===== config.mk =====
export PLATFORM = sky130hd
export DESIGN_NAME = ram_march_bist
export DESIGN_NICKNAME = d
export VERILOG_FILES = /design/src/rtl/ram_bist_pkg.sv /design/src/rtl/ram_bist_addr_gen.sv /design/src/rtl/ram_march_bist.sv
export SDC_FILE = /design/constraint.sdc
export NUM_CORES = 1
export LEC_CHECK = 0
export CORE_ASPECT_RATIO = 1.25
export CORE_UTILIZATION = 47
export CTS_CLUSTER_SIZE = 25
export DETAILED_ROUTE_END_ITERATION = 10
export PLACE_DENSITY_LB_ADDON = 0.25
export RECOVER_POWER = 50
export SYNTH_ARGS = -nofsm -noshare
export SYNTH_HDL_FRONTEND = slang
export SYNTH_SLANG_ARGS = --single-unit

===== constraint.sdc =====
create_clock -name clk -period 2.9 [get_ports clk]
set_clock_uncertainty 0.1 [all_clocks]
set_input_delay 0.58 -clock clk [delete_from_list [all_inputs] [get_ports clk]]
set_output_delay 0.58 -clock clk [all_outputs]
set_load 0.01 [all_outputs]

===== src/rtl/ram_bist_pkg.sv =====
// Shared types and march-element lookup for the RAM March C- BIST.
package ram_bist_pkg;

    localparam logic [7:0] PAT0 = 8'h00;
    localparam logic [7:0] PAT1 = 8'hFF;

    typedef enum logic [2:0] {
        IDLE,
        WR,
        RD,
        CMP,
        DONE
    } state_e;

    typedef enum logic [1:0] {
        M0,
        M1,
        M2,
        M3
    } elem_e;

    // Only M2 walks the array top-down.
    function automatic logic elem_up(elem_e e);
        return e != M2;
    endfunction

    function automatic logic [7:0] elem_exp_pat(elem_e e);
        return (e == M2) ? PAT1 : PAT0;
    endfunction

    function automatic logic [7:0] elem_wr_pat(elem_e e);
        return (e == M1) ? PAT1 : PAT0;
    endfunction

    function automatic logic elem_cmp_writes(elem_e e);
        return (e == M1) || (e == M2);
    endfunction

    function automatic elem_e elem_next(elem_e e);
        case (e)
            M0:      return M1;
            M1:      return M2;
            M2:      return M3;
            default: return M3;
        endcase
    endfunction

endpackage


===== src/rtl/ram_bist_addr_gen.sv =====
// Loadable up/down address counter; it saturates at the terminal address
// instead of wrapping, so the FSM must reload it at each element boundary.
module ram_bist_addr_gen #(
    parameter int unsigned ADDR_W = 6
) (
    input  logic              clk,
    input  logic              rst_n,
    input  logic              load,
    input  logic [ADDR_W-1:0] load_val,
    input  logic              step,
    input  logic              up,
    output logic [ADDR_W-1:0] cnt,
    output logic              tc_c
);

    localparam logic [ADDR_W-1:0] ADDR_MAX = '1;

    logic [ADDR_W-1:0] cnt_q;
    logic [ADDR_W-1:0] cnt_d;

    assign cnt  = cnt_q;
    assign tc_c = up ? (cnt_q == ADDR_MAX) : (cnt_q == '0);

    always_comb begin
        cnt_d = cnt_q;
        if (load) begin
            cnt_d = load_val;
        end else if (step && !tc_c) begin
            cnt_d = up ? cnt_q + ADDR_W'(1) : cnt_q - ADDR_W'(1);
        end
    end

    always_ff @(posedge clk or negedge rst_n) begin
        if (!rst_n) begin
            cnt_q <= '0;
        end else begin
            cnt_q <= cnt_d;
        end
    end

endmodule


===== src/rtl/ram_march_bist.sv =====
// March C- subset BIST controller (M0 w0 up, M1 r0/w1 up, M2 r1/w0 down, M3 r0 up).
// Define RAM_BIST_STOP_ON_FAIL_EN to end the run on the first mismatch.
module ram_march_bist
    import ram_bist_pkg::*;
#(
    parameter int unsigned DATA_W = 8,
    parameter int unsigned ADDR_W = 6
) (
    input  logic              clk,
    input  logic              rst_n,
    input  logic              start,
    output logic [ADDR_W-1:0] mem_addr,
    output logic [DATA_W-1:0] mem_data,
    output logic              mem_en,
    input  logic [DATA_W-1:0] mem_q,
    output logic              busy,
    output logic              done,
    output logic              pass,
    output logic [ADDR_W-1:0] fail_addr,
    output logic [DATA_W-1:0] fail_exp,
    output logic [DATA_W-1:0] fail_got
);

    localparam logic [ADDR_W-1:0] ADDR_MAX = '1;

    state_e            state_q, state_d;
    elem_e             elem_q, elem_d;
    logic              err_q, err_d;
    logic              busy_q, busy_d;
    logic              done_q, done_d;
    logic              pass_q, pass_d;
    logic              mem_en_q, mem_en_d;
    logic [DATA_W-1:0] mem_data_q, mem_data_d;
    logic [ADDR_W-1:0] fail_addr_q, fail_addr_d;
    logic [DATA_W-1:0] fail_exp_q, fail_exp_d;
    logic [DATA_W-1:0] fail_got_q, fail_got_d;

    logic              ag_load;
    logic [ADDR_W-1:0] ag_load_val;
    logic              ag_step;
    logic [ADDR_W-1:0] ag_cnt;
    logic              ag_tc_c;

    logic [7:0]        exp_pat_c;
    logic [7:0]        wr_pat_c;
    logic [DATA_W-1:0] data_exp_c;
    logic              mismatch_c;
    logic              stop_c;

    ram_bist_addr_gen #(
        .ADDR_W(ADDR_W)
    ) u_addr_gen (
        .clk     (clk),
        .rst_n   (rst_n),
        .load    (ag_load),
        .load_val(ag_load_val),
        .step    (ag_step),
        .up      (elem_up(elem_q)),
        .cnt     (ag_cnt),
        .tc_c    (ag_tc_c)
    );

    assign exp_pat_c  = elem_exp_pat(elem_q);
    assign data_exp_c = {DATA_W{exp_pat_c[0]}};
    assign mismatch_c = (state_q == CMP) && (mem_q != data_exp_c);

`ifdef RAM_BIST_STOP_ON_FAIL_EN
    assign stop_c = mismatch_c;
`else
    assign stop_c = 1'b0;
`endif

    // Next-state, counter control and registered-output values.
    always_comb begin
        state_d     = state_q;
        elem_d      = elem_q;
        err_d       = err_q;
        done_d      = done_q;
        pass_d      = pass_q;
        fail_addr_d = fail_addr_q;
        fail_exp_d  = fail_exp_q;
        fail_got_d  = fail_got_q;
        ag_load     = 1'b0;
        ag_load_val = '0;
        ag_step     = 1'b0;
        wr_pat_c    = PAT0;

        case (state_q)
            IDLE, DONE: begin
                if (start) begin
                    state_d     = WR;
                    elem_d      = M0;
                    err_d       = 1'b0;
                    done_d      = 1'b0;
                    pass_d      = 1'b0;
                    fail_addr_d = '0;
                    fail_exp_d  = '0;
                    fail_got_d  = '0;
                    ag_load     = 1'b1;
                end
            end
            WR: begin
                if (ag_tc_c) begin
                    state_d = RD;
                    elem_d  = M1;
                    ag_load = 1'b1;
                end else begin
                    ag_step = 1'b1;
                end
            end
            RD: begin
                state_d = CMP;
            end
            CMP: begin
                if (mismatch_c) begin
                    err_d = 1'b1;
                    if (!err_q) begin
                        fail_addr_d = ag_cnt;
                        fail_exp_d  = data_exp_c;
                        fail_got_d  = mem_q;
                    end
                end
                if (stop_c) begin
                    state_d = DONE;
                    done_d  = 1'b1;
                    pass_d  = 1'b0;
                end else if (ag_tc_c) begin
                    if (elem_q == M3) begin
                        state_d = DONE;
                        done_d  = 1'b1;
                        pass_d  = !(err_q || mismatch_c);
                    end else begin
                        state_d     = RD;
                        elem_d      = elem_next(elem_q);
                        ag_load     = 1'b1;
                        ag_load_val = elem_up(elem_next(elem_q)) ? '0 : ADDR_MAX;
                    end
                end else begin
                    state_d = RD;
                    ag_step = 1'b1;
                end
            end
            default: begin
                state_d = IDLE;
            end
        endcase

        busy_d   = (state_d == WR) || (state_d == RD) || (state_d == CMP);
        mem_en_d = (state_d == WR) || ((state_d == CMP) && elem_cmp_writes(elem_d));
        wr_pat_c = elem_wr_pat(elem_d);
        mem_data_d = mem_en_d ? {DATA_W{wr_pat_c[0]}} : '0;
    end

    always_ff @(posedge clk or negedge rst_n) begin
        if (!rst_n) begin
            state_q     <= IDLE;
            elem_q      <= M0;
            err_q       <= 1'b0;
            busy_q      <= 1'b0;
            done_q      <= 1'b0;
            pass_q      <= 1'b0;
            mem_en_q    <= 1'b0;
            mem_data_q  <= '0;
            fail_addr_q <= '0;
            fail_exp_q  <= '0;
            fail_got_q  <= '0;
        end else begin
            state_q     <= state_d;
            elem_q      <= elem_d;
            err_q       <= err_d;
            busy_q      <= busy_d;
            done_q      <= done_d;
            pass_q      <= pass_d;
            mem_en_q    <= mem_en_d;
            mem_data_q  <= mem_data_d;
            fail_addr_q <= fail_addr_d;
            fail_exp_q  <= fail_exp_d;
            fail_got_q  <= fail_got_d;
        end
    end

    assign mem_addr  = ag_cnt;
    assign mem_data  = mem_data_q;
    assign mem_en    = mem_en_q;
    assign busy      = busy_q;
    assign done      = done_q;
    assign pass      = pass_q;
    assign fail_addr = fail_addr_q;
    assign fail_exp  = fail_exp_q;
    assign fail_got  = fail_got_q;

endmodule


# Word-level counts from Yosys, hierarchy flattened
# Index checks and enable logic that the tools add are counted.
[word_totals]
reg_bits = 46
inputBits = 11
out_inout_bits = 40
wordCells = 107
[classes]
addsub = 2
eq_ne = 21
mux = 52
n_reduce_logical = 20
[op_table]
columns = ["operator", "n"]
rows = [
  ["2-to-1 mux 6 bit", 10],
  ["2-to-1 mux 8 bit", 6],
  ["one-hot mux 8 bit (2 select lines)", 2],
  ["2-to-1 mux 1 bit", 15],
  ["2-to-1 mux 2 bit", 7],
  ["equality test 3 x 2 -> 1 bit (second input constant)", 4],
  ["2-to-1 mux 3 bit", 4],
  ["one-hot mux 3 bit (4 select lines)", 1],
  ["one-hot mux 6 bit (2 select lines)", 1],
  ["inequality test 2 bit (second input constant)", 5],
  ["inequality test 8 bit", 1],
  ["AND reduction 4 bit", 2],
  ["adder 6 x 1 -> 6 bit (second input constant)", 1],
  ["equality test 2 bit (second input constant)", 3],
  ["equality test 3 x 1 -> 1 bit (second input constant)", 2],
  ["equality test 6 bit (second input constant)", 1],
  ["zero test 6 bit", 1],
  ["one-hot mux 1 bit (2 select lines)", 3],
  ["one-hot mux 2 bit (3 select lines)", 1],
  ["subtractor 6 x 1 -> 6 bit (second input constant)", 1],
  ["logical OR 1 bit", 5],
  ["equality test 2 x 1 -> 1 bit (second input constant)", 2],
  ["inequality test 2 x 1 -> 1 bit (second input constant)", 2],
  ["one-hot mux 2 bit (2 select lines)", 1],
  ["9 further kinds", 14],
]

# Longest topological paths before layout
[depth]
ltp_word = 11
mapped_depth = 11

# Cells and area by module
# A second synthesis with hierarchy kept.
[unflattened]
cells_unflattened = 174
area_unflattened_um2 = 1831.8
[modules_own_cells]
columns = ["module", "instances", "cells_per_inst", "area_each_um2", "seq_area_each_um2"]
rows = [
  ["ram_march_bist", 1, 115, 1287.5, 650.6],
  ["ram_bist_addr_gen", 1, 59, 544.3, 150.1],
]

# Worst setup path before layout
# OpenSTA, ideal clock, no wires.
[synth_timing]
kind = "reg-to-reg"
from = "register u_addr_gen.cnt_q[0] (netlist: u_addr_gen.cnt[0])"
to = "register mem_data_q[6] (netlist: mem_data[6])"
setup_ns = 0.066
arrival_time_ns = 2.471
required_time_ns = 2.734
setup_slack_ns = 0.263
path_stages_with_launch = 10
path_buffers = 1
cell_sequence = "dfrtp_1 buf_6 or4_4 o41a_4 o22a_1 a22oi_1 ha_1 and2_1 a21boi_1 and2_1"
[synth_via]
elab_chain_cells = 9
[synth_rtl]
columns = ["element", "line", "source"]
rows = [
  ["start, declared", "ram_bist_addr_gen.sv:18", "logic [ADDR_W-1:0] cnt_q;"],
  ["start signal, assigned", "ram_bist_addr_gen.sv:37", "cnt_q <= cnt_d;"],
  ["equality test 6 bit / zero test 6 bit (equally long branches)", "ram_bist_addr_gen.sv:22", "assign tc_c = up ? (cnt_q == ADDR_MAX) : (cnt_q == '0);"],
  ["2-to-1 mux 1 bit (*)", "ram_bist_addr_gen.sv:22", ""],
  ["2-to-1 mux 2 bit, on equally long branches", "ram_march_bist.sv:127, ram_march_bist.sv:103", ""],
  ["one-hot mux 2 bit (3 select lines)", "ram_march_bist.sv:88", "case (state_q)"],
  ["equality test 2 x 1 -> 1 bit / equality test 2 bit (equally long branches)", "ram_bist_pkg.sv:36", "return (e == M1) || (e == M2);"],
  ["logical OR 1 bit", "ram_bist_pkg.sv:36", ""],
  ["logical AND 1 bit", "ram_march_bist.sv:149", "mem_en_d = (state_d == WR) || ((state_d == CMP) && elem_cmp_writes(elem_d));"],
  ["logical OR 1 bit (*)", "ram_march_bist.sv:149", ""],
  ["via mem_en_d", "ram_march_bist.sv:32", "logic mem_en_q, mem_en_d;"],
  ["2-to-1 mux 8 bit (*)", "ram_march_bist.sv:151", "mem_data_d = mem_en_d ? {DATA_W{wr_pat_c[0]}} : '0;"],
  ["end signal, assigned", "ram_march_bist.sv:175", "mem_data_q <= mem_data_d;"],
  ["end, declared", "ram_march_bist.sv:33", "logic [DATA_W-1:0] mem_data_q, mem_data_d;"],
]
# Mark *: on every way through the listed nets, which the timed path passes. The rest lies on a longest branch.
# A chain may end at the register's enable or synchronous reset.

# Worst setup path after layout
[layout_timing]
from = "register u_addr_gen.cnt_q[1] (netlist: u_addr_gen.cnt[1])"
to = "register mem_data_q[6] (netlist: mem_data[6])"
# Same word-level chain as after synthesis.

==> run_results.csv <==
group,metric,value,unit
critical_path,startpoint_type,"flop",
clock_tree,tritoncts.num_buffers,5,
timing,min_period_over_period,0.935,
floorplanning,placeableCoreArea,3540,um^2
outcome,failed_checks,"DRC, capacitance limit, slew limit",
timing,final.setup.worst_slack,0.188,ns
critical_path,critical_path_peak_fanout,7,
critical_path,timing.setup.critical_path_class,"reg -> reg",
yosys,yosysTopAreaCell,"sky130_fd_sc_hd__dfrtp_1",
floorplanning,die_width,56.9,um
yosys,avgSynthCellArea,10.7,um^2
pwr,standby_leakage_power,1.03,nW
timing,timing_worst_slew_pin_value,1.68,ns
timing,finalSetupViolCount,0,
yosys,ys_dominant_reg_cell,"sky130_fd_sc_hd__dfrtp_1",
placement,place.detailed.hpwl,3040,um
clock_tree,worst_setup_hold_path_clk_slew,0.07,ns
min_path,hp-class,"reg -> reg",
yosys,synth_cell_types,48,
critical_path,r2r_cells,8,
detailed_routing,routed_via_density,5.94,
critical_path,worstPathRequired,3.03,ns
global_route,grt.busiest_layer,"met2",
global_route,grt_pass1_wl,6930,um
detailed_routing,via_count,1467,
pwr,ir_worst_vdd,295,uV
detailed_routing,antenna_left,0,
pwr,finalPower,0.000972,W
global_route,grt_use_met2,0.377,
yosys,number_of_enable_type_register_cells_in_the_synthesized_netlist,0,
min_path,hold_path_depth,2,
timing,time_the_final_worst_path_needs_with_i_o_delays_and_setup,2.71,ns
yosys,async_flop_share,1.00,
yosys,post-synth-top-area-fraction,0.453,
final_layout,fillers,289,
detailed_routing,drt_drc_violations_left,11,
timing,timing.final.max_slew_violations,33,
timing,rsz_0062_raised_after_global_routing,"no",
floorplanning,ioPinCount,51,
timing,final_count_of_hold_timing_violations,0,
timing,fin_tns_setup,0,ns
final_layout,multi_input_gate_area_in_the_final_layout,788,um^2
placement,gpl.final_weighted_congestion,0.842,
global_route,groute.usage.overall,0.226,
critical_path,cp_data_arrival_time,2.84,ns
yosys,synth.ff_latch_count,32,
global_route,number_of_antenna_violations_at_the_first_check_in_global_routing,0,
timing,timing.slew.headroom,-0.118,
global_route,grt_pass1_vias,1487,
clock_tree,h-tree-depth,2,
yosys,syn_area,1770,um^2
global_route,grt_remaining_overflow,0,
yosys,yosysWarnings,0,
floorplanning,floorplan.initialDensity,0.499,
clock_tree,hold_fix_buffer_count_after_cts,0,
yosys,synth.most_common_cell,"sky130_fd_sc_hd__dfrtp_1",
final_layout,finish.net_count,224,
yosys,syn-instance-count,165,
floorplanning,die_h,70.6,um
final_layout,antenna_cells,0,
clock_tree,cts_max_path_buffers,2,
floorplanning,die_area,4020,um^2
clock_tree,clkLatencyLatePin,0.29,ns
global_route,grt_max_degree,33,
clock_tree,cts.root.buffer_cell,"sky130_fd_sc_hd__clkbuf_8",
yosys,netlist_top_cells_count,"sky130_fd_sc_hd__dfrtp_1 (32), sky130_fd_sc_hd__nor2_1 (17), sky130_fd_sc_hd__a22o_1 (15), sky130_fd_sc_hd__buf_4 (15), sky130_fd_sc_hd__nand2_1 (8)",
pwr,power_per_cell_area,420,nW/um^2
clock_tree,cts_setup_buffers,0,
floorplanning,fp-row-count,24,
timing,max_clock_freq,369,MHz
run,maxCapViolations,1,
detailed_routing,wl_per_cell,16.7,um
yosys,ys_top_cells_by_area,"sky130_fd_sc_hd__dfrtp_1 (45%), sky130_fd_sc_hd__a22o_1 (7.4%), sky130_fd_sc_hd__buf_4 (6.4%), sky130_fd_sc_hd__nor2_1 (3.6%), sky130_fd_sc_hd__ha_1 (3.5%)",
clock_tree,cts_resized,0,
clock_tree,clkSinkCount,32,
outcome,result_of_the_run,"finished with violations",
yosys,synth_net_count,182,
detailed_routing,wire_length_after_detailed_routing,4120,um
yosys,ys_seq_area_frac,0.453,
placement,detailedPlace.worstSlack,0.205,ns
global_route,grt_use_met3,0.0640,
final_layout,regArea,801,um^2
final_layout,drive_gt1_frac,0.115,
placement,numPortBuffers,50,
detailed_routing,dr.pass1.iters,7,
detailed_routing,detailedRoute.firstIterationViolations,97,
final_layout,syn_to_final_growth,31.0,%
global_route,met1_grt_util,0.271,
critical_path,worstSetupEndpointType,"flop",
clock_tree,tritoncts,"done",
layout by cell type (no fill, tap or decap), types with 3 or more instances in the layout:
| master | synthesis | routed |
|---|---|---|
| sky130_fd_sc_hd__clkbuf_8 | 2 | 7 |
| sky130_fd_sc_hd__buf_4 | 15 | 4 |
| sky130_fd_sc_hd__o31ai_1 | 3 | 3 |
| sky130_fd_sc_hd__o22a_1 | 4 | 4 |
| sky130_fd_sc_hd__a21o_1 | 3 | 3 |
| sky130_fd_sc_hd__nand4_1 | 3 | 3 |
| sky130_fd_sc_hd__nor2_1 | 17 | 17 |
| sky130_fd_sc_hd__ha_1 | 5 | 5 |
| sky130_fd_sc_hd__dfrtp_1 | 32 | 32 |
| sky130_fd_sc_hd__nand2_1 | 8 | 8 |
| sky130_fd_sc_hd__dlygate4sd3_1 | 0 | 17 |
| sky130_fd_sc_hd__clkdlybuf4s50_1 | 0 | 33 |
| sky130_fd_sc_hd__nor3_1 | 3 | 3 |
| sky130_fd_sc_hd__a21oi_1 | 6 | 6 |
| sky130_fd_sc_hd__nand3_1 | 4 | 4 |
| sky130_fd_sc_hd__inv_1 | 4 | 5 |
| sky130_fd_sc_hd__a22o_1 | 15 | 15 |
final cells by class:
class	instances	area share
clock inverter	1	0.0130
timing repair buffer	55	0.231
multi-input combinational	108	0.340
clock buffer	7	0.0416
inverter	5	0.00810
sequential	32	0.346
tap	39	0.0211
sequential cells by signal (all words and copies together) (netlist names), 2 cells and up:
| name | count |
|---|---|
| fail_addr | 6 |
| state_q | 3 |
| fail_got | 8 |
| elem_q | 2 |
| u_addr_gen.cnt | 6 |
path summary, 6_finish.rpt:
check                           slack [ns]           endpoint               from
worst max-delay path                  0.19        mem_data[6]  u_addr_gen.cnt[1]
worst min-delay path                  0.39               done               done
worst max register to register        0.19        mem_data[6]  u_addr_gen.cnt[1]
worst min register to register        0.39               done               done
max in group asynchronous             0.56  u_addr_gen.cnt[0]              rst_n
min in group asynchronous             1.16        fail_got[5]              rst_n
report_power, final:
| part | switching (W) | internal, W |
|---|---|---|
| registers | 0.00000304 | 0.000452 |
| logic | 0.0000212 | 0.0000245 |
| clock network | 0.000168 | 0.000303 |
| total | 0.000193 | 0.000780 |
layer usage:
metal / part of all wire / vias to the layer above / wire (um)
met5: 0 / - / 0
met4: 0.025 / 0 / 101
met3: 0.056 / 9 / 230
met2: 0.51 / 54 / 2080
met1: 0.41 / 722 / 1700
li1: - / 682 / -
kinds of logic (layout without fill, tap and decap cells):
kind of cell               Yosys count  after routing  share of synthesized area
AOI/OAI and AO/OA                   52             52                      0.248
adders and majority gates            6              6                     0.0467
and+or+nand+nor                     47             47                      0.136
DFF                                 32             32                      0.453
xor gates and xnor gates             3              3                     0.0149
buffers and inverters               25             68                      0.102
stage by stage:
| stage | instances | cell area, um^2 | util | hold slack (ns) |
|---|---|---|---|---|
| 2_1_floorplan | 165 | 1770 | - | 0.184 |
| 4_1_cts | 247 | 2320 | 0.655 | 0.403 |
| 6_report | 247 | 2320 | 0.654 | 0.393 |
| 5_1_grt | 247 | 2320 | 0.654 | 0.421 |
| 3_5_place_dp | 239 | 2190 | 0.619 | 0.382 |
| 3_3_place_gp | 239 | 2190 | 0.619 | 0.383 |
worst max-delay path, cell delays in order (launching register included):
cell	delay, ns
sky130_fd_sc_hd__dfrtp_1	0.45
sky130_fd_sc_hd__or4_4	0.59
sky130_fd_sc_hd__o41a_4	0.40
sky130_fd_sc_hd__o22a_1	0.23
sky130_fd_sc_hd__a22oi_1	0.21
sky130_fd_sc_hd__ha_1	0.26
sky130_fd_sc_hd__and2_1	0.13
sky130_fd_sc_hd__a21boi_1	0.16
sky130_fd_sc_hd__and2_1	0.14
Note: power is estimated with default switching activity, not from simulation.
